**src/rtl/alu_muldiv_pkg.sv**
```systemverilog
// Shared encodings for the iterative RV32M multiply/divide unit.
package alu_muldiv_pkg;

    // Funct3 operation codes
    localparam logic [2:0] MUL    = 3'd0;
    localparam logic [2:0] MULH   = 3'd1;
    localparam logic [2:0] MULHSU = 3'd2;
    localparam logic [2:0] MULHU  = 3'd3;
    localparam logic [2:0] DIV    = 3'd4;
    localparam logic [2:0] DIVU   = 3'd5;
    localparam logic [2:0] REM    = 3'd6;
    localparam logic [2:0] REMU   = 3'd7;

    // Funct7 that routes an OP (7'b0110011) instruction to this unit
    localparam logic [6:0] FUNCT7_MULDIV = 7'h01;

    typedef enum logic [1:0] {
        IDLE = 2'd0,
        CALC = 2'd1,
        FIX  = 2'd2,
        DONE = 2'd3
    } state_t;

    // Funct3[2] separates divide/remainder from multiply
    function automatic logic is_div_op(input logic [2:0] f3);
        return f3[2];
    endfunction

    // RS1 is signed for everything except the fully unsigned forms
    function automatic logic rs1_signed(input logic [2:0] f3);
        return !(f3 == MULHU || f3 == DIVU || f3 == REMU);
    endfunction

    // RS2 is signed only for the fully signed forms
    function automatic logic rs2_signed(input logic [2:0] f3);
        return (f3 == MUL || f3 == MULH || f3 == DIV || f3 == REM);
    endfunction

endpackage

```
**src/rtl/alu_muldiv_step.sv**
```systemverilog
// One iteration of unsigned shift-add multiply or restoring divide.
// Multiply: acc = {partial high, multiplier being shifted out}, opnd = multiplicand.
// Divide:   acc[W-1:0] = dividend shifting out MSB-first with quotient bits
//           entering at the LSB, opnd = divisor, rem = partial remainder.
module muldiv_step #(
    parameter int WIDTH = 32
) (
    input  logic                 is_div,
    input  logic [2*WIDTH-1:0]   acc,
    input  logic [WIDTH-1:0]     opnd,
    input  logic [WIDTH:0]       rem,
    output logic [2*WIDTH-1:0]   acc_next,
    output logic [WIDTH:0]       rem_next
);

    logic [WIDTH:0]   mul_sum;
    logic [WIDTH:0]   shifted;
    logic [WIDTH+1:0] trial;

    // Add multiplicand into the high half when the current multiplier bit is set
    assign mul_sum = {1'b0, acc[2*WIDTH-1:WIDTH]} + (acc[0] ? {1'b0, opnd} : '0);
    // Bring the next dividend bit into the partial remainder and try a subtract
    assign shifted = {rem[WIDTH-1:0], acc[WIDTH-1]};
    assign trial   = {1'b0, shifted} - {2'b00, opnd};

    // Select the next accumulator/remainder for the active operation
    always_comb begin
        acc_next = acc;
        rem_next = rem;
        if (is_div) begin
            if (trial[WIDTH+1]) begin
                rem_next = shifted;
                acc_next = {acc[2*WIDTH-1:WIDTH], acc[WIDTH-2:0], 1'b0};
            end else begin
                rem_next = trial[WIDTH:0];
                acc_next = {acc[2*WIDTH-1:WIDTH], acc[WIDTH-2:0], 1'b1};
            end
        end else begin
            acc_next = {mul_sum, acc[WIDTH-1:1]};
        end
    end

endmodule

```
**src/rtl/alu_muldiv.sv**
```systemverilog
// Iterative RV32M multiply/divide unit, one bit per cycle, valid/ready on both sides.
// Operands are converted to magnitudes at accept; the sign is reapplied in FIX.
module alu_muldiv
    import alu_muldiv_pkg::*;
#(
    parameter int WIDTH = 32
) (
    input  logic             clk,
    input  logic             rst,
    input  logic             in_valid,
    output logic             in_ready,
    input  logic [2:0]       Funct3,
    input  logic [WIDTH-1:0] RS1,
    input  logic [WIDTH-1:0] RS2,
    output logic             out_valid,
    input  logic             out_ready,
    output logic [WIDTH-1:0] RD
);

    localparam int CNT_W = $clog2(WIDTH);
    localparam logic [WIDTH-1:0] MIN_NEG = {1'b1, {(WIDTH-1){1'b0}}};

    state_t             state;
    logic [CNT_W-1:0]   cnt;
    logic [2:0]         op;
    logic [2*WIDTH-1:0] acc;
    logic [WIDTH-1:0]   opnd;
    logic [WIDTH:0]     rem;
    logic               neg_q;      // sign of product / quotient
    logic               neg_r;      // sign of remainder
    logic               special;
    logic [WIDTH-1:0]   spec_val;

    logic [2*WIDTH-1:0] acc_next;
    logic [WIDTH:0]     rem_next;

    // Accept-time decode
    logic               sa, sb;
    logic [WIDTH-1:0]   mag_a, mag_b;
    logic               div_zero, div_ovf;
    logic [WIDTH-1:0]   spec_in;

    // FIX-time result
    logic [2*WIDTH-1:0] prod_fix;
    logic [WIDTH-1:0]   quo_fix, rem_fix, result;

    muldiv_step #(.WIDTH(WIDTH)) u_step (
        .is_div   (is_div_op(op)),
        .acc      (acc),
        .opnd     (opnd),
        .rem      (rem),
        .acc_next (acc_next),
        .rem_next (rem_next)
    );

    // Operand magnitudes and special-case detection for the incoming op
    always_comb begin
        sa       = rs1_signed(Funct3) & RS1[WIDTH-1];
        sb       = rs2_signed(Funct3) & RS2[WIDTH-1];
        mag_a    = sa ? (~RS1 + 1'b1) : RS1;
        mag_b    = sb ? (~RS2 + 1'b1) : RS2;
        div_zero = is_div_op(Funct3) && (RS2 == '0);
        div_ovf  = (Funct3 == DIV || Funct3 == REM) && (RS1 == MIN_NEG) && (RS2 == '1);
        spec_in  = '0;
        if (div_zero)
            spec_in = Funct3[1] ? RS1 : '1;
        else if (div_ovf)
            spec_in = Funct3[1] ? '0 : RS1;
    end

    // Sign correction and result selection
    always_comb begin
        prod_fix = neg_q ? (~acc + 1'b1) : acc;
        quo_fix  = neg_q ? (~acc[WIDTH-1:0] + 1'b1) : acc[WIDTH-1:0];
        rem_fix  = neg_r ? (~rem[WIDTH-1:0] + 1'b1) : rem[WIDTH-1:0];
        case (op)
            MUL:             result = prod_fix[WIDTH-1:0];
            MULH, MULHSU,
            MULHU:           result = prod_fix[2*WIDTH-1:WIDTH];
            DIV, DIVU:       result = quo_fix;
            default:         result = rem_fix;
        endcase
        if (special)
            result = spec_val;
    end

    // Control FSM with registered handshake outputs and datapath registers
    always_ff @(posedge clk) begin
        if (rst) begin
            state     <= IDLE;
            in_ready  <= 1'b1;
            out_valid <= 1'b0;
            RD        <= '0;
            cnt       <= '0;
            op        <= MUL;
            acc       <= '0;
            opnd      <= '0;
            rem       <= '0;
            neg_q     <= 1'b0;
            neg_r     <= 1'b0;
            special   <= 1'b0;
            spec_val  <= '0;
        end else begin
            case (state)
                IDLE: begin
                    if (in_valid) begin
                        op       <= Funct3;
                        neg_q    <= sa ^ sb;
                        neg_r    <= sa;
                        rem      <= '0;
                        cnt      <= CNT_W'(WIDTH-1);
                        special  <= div_zero | div_ovf;
                        spec_val <= spec_in;
                        in_ready <= 1'b0;
                        if (is_div_op(Funct3)) begin
                            acc  <= {{WIDTH{1'b0}}, mag_a};
                            opnd <= mag_b;
                        end else begin
                            acc  <= {{WIDTH{1'b0}}, mag_b};
                            opnd <= mag_a;
                        end
                        state <= (div_zero | div_ovf) ? FIX : CALC;
                    end
                end
                CALC: begin
                    acc <= acc_next;
                    rem <= rem_next;
                    cnt <= cnt - 1'b1;
                    if (cnt == '0)
                        state <= FIX;
                end
                FIX: begin
                    RD        <= result;
                    out_valid <= 1'b1;
                    state     <= DONE;
                end
                DONE: begin
                    if (out_ready) begin
                        out_valid <= 1'b0;
                        in_ready  <= 1'b1;
                        state     <= IDLE;
                    end
                end
                default: state <= IDLE;
            endcase
        end
    end

endmodule

```
**config.mk**
```make
export PLATFORM = sky130hd
export DESIGN_NAME = alu_muldiv
export DESIGN_NICKNAME = d
export VERILOG_FILES = /design/src/rtl/alu_muldiv_pkg.sv /design/src/rtl/alu_muldiv_step.sv /design/src/rtl/alu_muldiv.sv
export SDC_FILE = /design/constraint.sdc
export NUM_CORES = 1
export LEC_CHECK = 0
export CAP_MARGIN = 0
export CELL_PAD_IN_SITES_DETAIL_PLACEMENT = 2
export CELL_PAD_IN_SITES_GLOBAL_PLACEMENT = 2
export CORE_ASPECT_RATIO = 0.9
export CORE_MARGIN = 3
export CORE_UTILIZATION = 33
export CTS_CLUSTER_SIZE = 8
export DETAILED_ROUTE_END_ITERATION = 8
export PLACE_DENSITY = 0.76
export SYNTH_ARGS = -nofsm -noshare
export SYNTH_HDL_FRONTEND = slang
export SYNTH_SLANG_ARGS = --single-unit
```
**constraint.sdc**
```tcl
create_clock -name clk -period 3.1 [get_ports clk]
set_input_delay 0.465 -clock clk [delete_from_list [all_inputs] [get_ports clk]]
set_output_delay 0.465 -clock clk [all_outputs]
set_load 0.02 [all_outputs]
```
==> impl_metrics.env <==
export IMPL_use_met1_pct=45.1
export IMPL_ys_warn_count=0
export IMPL_path_class="reg -> reg"
export IMPL_finalSetupViolations=69
export IMPL_viasPerCell=6.59
export IMPL_violations="setup timing"
export IMPL_initial_utilization_pct=33.8
export IMPL_regToRegSetupSlack_ps=-410
export IMPL_gp_congestion=1.01
export IMPL_finalWorstSetupSlack_ps=-408
export IMPL_ant_nets=0
export IMPL_vias=21500
export IMPL_grt_usage_pct=35.6
export IMPL_critPathMaxStageDelay_ps=350
export IMPL_mostFrequentLayoutCells="buf_4, nand2_1, dfxtp_1, nor2_1, a21oi_1"
export IMPL_powerDensity_mw_per_mm2=741
export IMPL_rsz0062_at_grt="true"
export IMPL_clkSinkCount=207
export IMPL_synth_main_ff_cell="dfxtp_1"
export IMPL_syn_inst=2143
export IMPL_grt_met2_usage_pct=58.9
export IMPL_crit_top_cell="a21o_1"
export IMPL_fin_crit_sh_pct=113
export IMPL_post_dp_cell_area_mm2=0.0209
export IMPL_total_leakage_power_nw=9.50
export IMPL_grt_pass1_wl_mm=141
export IMPL_yosys_cell_types_count=92
export IMPL_die_x_um=241
export IMPL_drt_iter0_drc=2367
export IMPL_crit_chain="buf_6 -> clkinvlp_4 -> bufbuf_16 -> nor2_1 -> ha_2 -> a21o_1 -> a21o_1 -> a21o_1 -> a21o_1 -> a21oi_2 -> o21ai_0 -> a21oi_1 -> buf_4 -> o211ai_1 -> xor2_1 -> a22o_1"
export IMPL_worstPathArrival_ps=4020
export IMPL_routedWlPerCell_um=35.9
export IMPL_drt_total_wl_mm=117
export IMPL_critPathRequiredTime_ps=3610
export IMPL_die_height_um=217
export IMPL_layout_min_cycle_time_ps=3510
export IMPL_hold_violations=0
export IMPL_yosysTopAreaCell="dfxtp_1"
export IMPL_syn_nets=2291
export IMPL_insertion_delay_ps=630
export IMPL_holdBufCountCts=0
export IMPL_ys_top_cells_by_area="dfxtp_1, ha_1, a21oi_1, xnor2_1, xor2_1"
export IMPL_grt_busiest_layer="met2"
export IMPL_grt_max_degree=74
export IMPL_critPathCaptureType="register"
export IMPL_async_flop_share_pct=0
export IMPL_dp_cells=3171
export IMPL_tightest_slew_ps=1160
export IMPL_syn_area_per_cell_um2=7.62
export IMPL_critPathLaunchType="register"
export IMPL_peakVddDrop_uv=589
export IMPL_syn_area_mm2=0.0163
export IMPL_drive_above_1_share_pct=32.1
export IMPL_ios=105
export IMPL_cap_violations=0
export IMPL_core_mm2=0.0484
export IMPL_timing_slew_headroom_pct=22.5
export IMPL_design_area_mm2=0.0240
export IMPL_cts_buffers=30
export IMPL_maxSlewViolCount=0
export IMPL_fmaxAchievable_ghz=0.285
export IMPL_clkTransAtPathRegs_ps=60
export IMPL_hpwl_mm=69.4
export IMPL_clockBufferDepth=3
export IMPL_path_max_fanout=11
export IMPL_status="finished, violations left"
export IMPL_area_delta_synth_final_pct=47.0
export IMPL_dieArea_mm2=0.0522
export IMPL_fillCellCount=5205
export IMPL_overflow=0
export IMPL_port_buffers=104
export IMPL_cts_tree="yes"
export IMPL_antenna_cells=0
export IMPL_antenna_found_initial=1
export IMPL_htree_levels=1
export IMPL_synth_top_area_share_pct=25.4
export IMPL_stdcell_count=3260
export IMPL_slowest_stage="dfxtp_2"
export IMPL_final_common_cell="buf_4"
export IMPL_fin_skew_ps=45.1
export IMPL_core_rowCount=76
export IMPL_final_nets=2780
export IMPL_synth_edff_count=0
export IMPL_firstDrtPassIters=6
export IMPL_use_met3_pct=6.82
export IMPL_cts_root_buf="clkbuf_16"
export IMPL_grt_pass1_vias=21600
export IMPL_hp_class="in -> reg"
export IMPL_synth_seq_area_share_pct=25.4
export IMPL_post_route_drc_count=0
export IMPL_synth_seq_cells=207
## Yosys cell counts (18+ instances only)
cell	number
a22o_1	20
xor2_1	96
nor2_1	215
o31ai_1	38
xnor2_1	97
clkbuf_1	107
nand2_1	215
a22oi_1	18
nand3_1	25
mux2i_1	36
o22ai_1	22
o21ai_0	157
nor3_1	60
o211ai_1	35
a211oi_1	60
nor2b_1	20
a21o_1	34
dfxtp_1	207
a21oi_1	186
ha_1	75
inv_1	75
mux2_2	19
o41ai_1	21
## registers in the layout, indices dropped and copies added (netlist names)
| register | flops |
|---|---|
| opnd | 32 |
| out_valid | 1 |
| neg_r | 1 |
| cnt | 5 |
| state | 2 |
| in_ready | 1 |
| neg_q | 1 |
| rem | 32 |
| op | 3 |
| acc | 64 |
| special | 1 |
| RD | 32 |
| spec_val | 32 |
## cells by family (layout without fill, tap and decap cells)
family,count (synthesis),count (layout),synth area share [%]
DFF,207,207,25.4
adders and majority gates,77,77,5.99
and+or+nand+nor,677,677,19.9
buffers and inverters,213,706,5.90
muxes,55,55,3.51
xor gates and xnor gates,193,193,10.3
AOI/OAI and AO/OA,721,721,29.0
## report_power, final
group / switching, mW / total (mW) / leakage (nW) / internal [mW]
Clock: 1.49 / 3.20 / 0.392 / 1.72
Sequential: 0.625 / 3.74 / 1.69 / 3.11
Combinational: 6.89 / 10.9 / 7.42 / 3.98
## worst paths after layout
check,cells past startpoint,from,end
setup / recovery,16,acc[0]$_SDFFE_PP0P_,acc[60]$_SDFFE_PP0P_
hold / removal,2,rst,RD[16]$_SDFFE_PP0P_
setup reg to reg,16,acc[0]$_SDFFE_PP0P_,acc[60]$_SDFFE_PP0P_
hold reg to reg,2,spec_val[30]$_SDFFE_PP0P_,spec_val[30]$_SDFFE_PP0P_
## repair_timing
action                                 in CTS  in global routing
pin swaps                                  48                114
buffers inserted                           16                 38
endpoints found under the hold margin       0                  0
gates cloned                                3                  5
resized for setup                         132                258
setup endpoints to repair                  88                132
## layout make-up
class,count,area [um2],share of cell area [%]
Clock buffer,33,762,3.17
Clock inverter,3,40.0,0.167
Inverter,78,312,1.30
Multi-Input combinational cell,1723,12900,53.7
Sequential cell,207,4170,17.4
Tap cell,624,781,3.25
Timing Repair Buffer,591,5040,21.0
Timing Repair inverter,1,7.51,0.0313
## worst max-delay path: cells and delay by family (launching register included)
kind / cells / cell delay [ps]
AOI/OAI and AO/OA: 9 / 1520
buffers and inverters: 4 / 850
DFF: 1 / 350
adders and majority gates: 1 / 350
and+or+nand+nor: 1 / 240
xor gates and xnor gates: 1 / 90
## through the flow
step                      total power [mW]  setup WS [ps]  TNS (ps)  utilization [%]  hold WS [ps]
after floorplan                       7.98           14.9         0                -           427
after global placement                11.5           -686    -34240             43.1           442
after detailed placement              11.9           -825    -49350             43.1           451
after CTS                             15.7          -31.7     -80.6             46.4           257
after global routing                  18.1           -506    -14790             49.6           293
final                                 17.8           -408     -7880             49.6           269
## per-layer routing
layer / share of wire (%) / vias up
met4: 7.9 / 0
met5: 0 / -
li1: - / 8792
met3: 9.0 / 535
met1: 37 / 10800
met2: 46 / 1340
No activity file was read; power rests on OpenSTA's default activity.
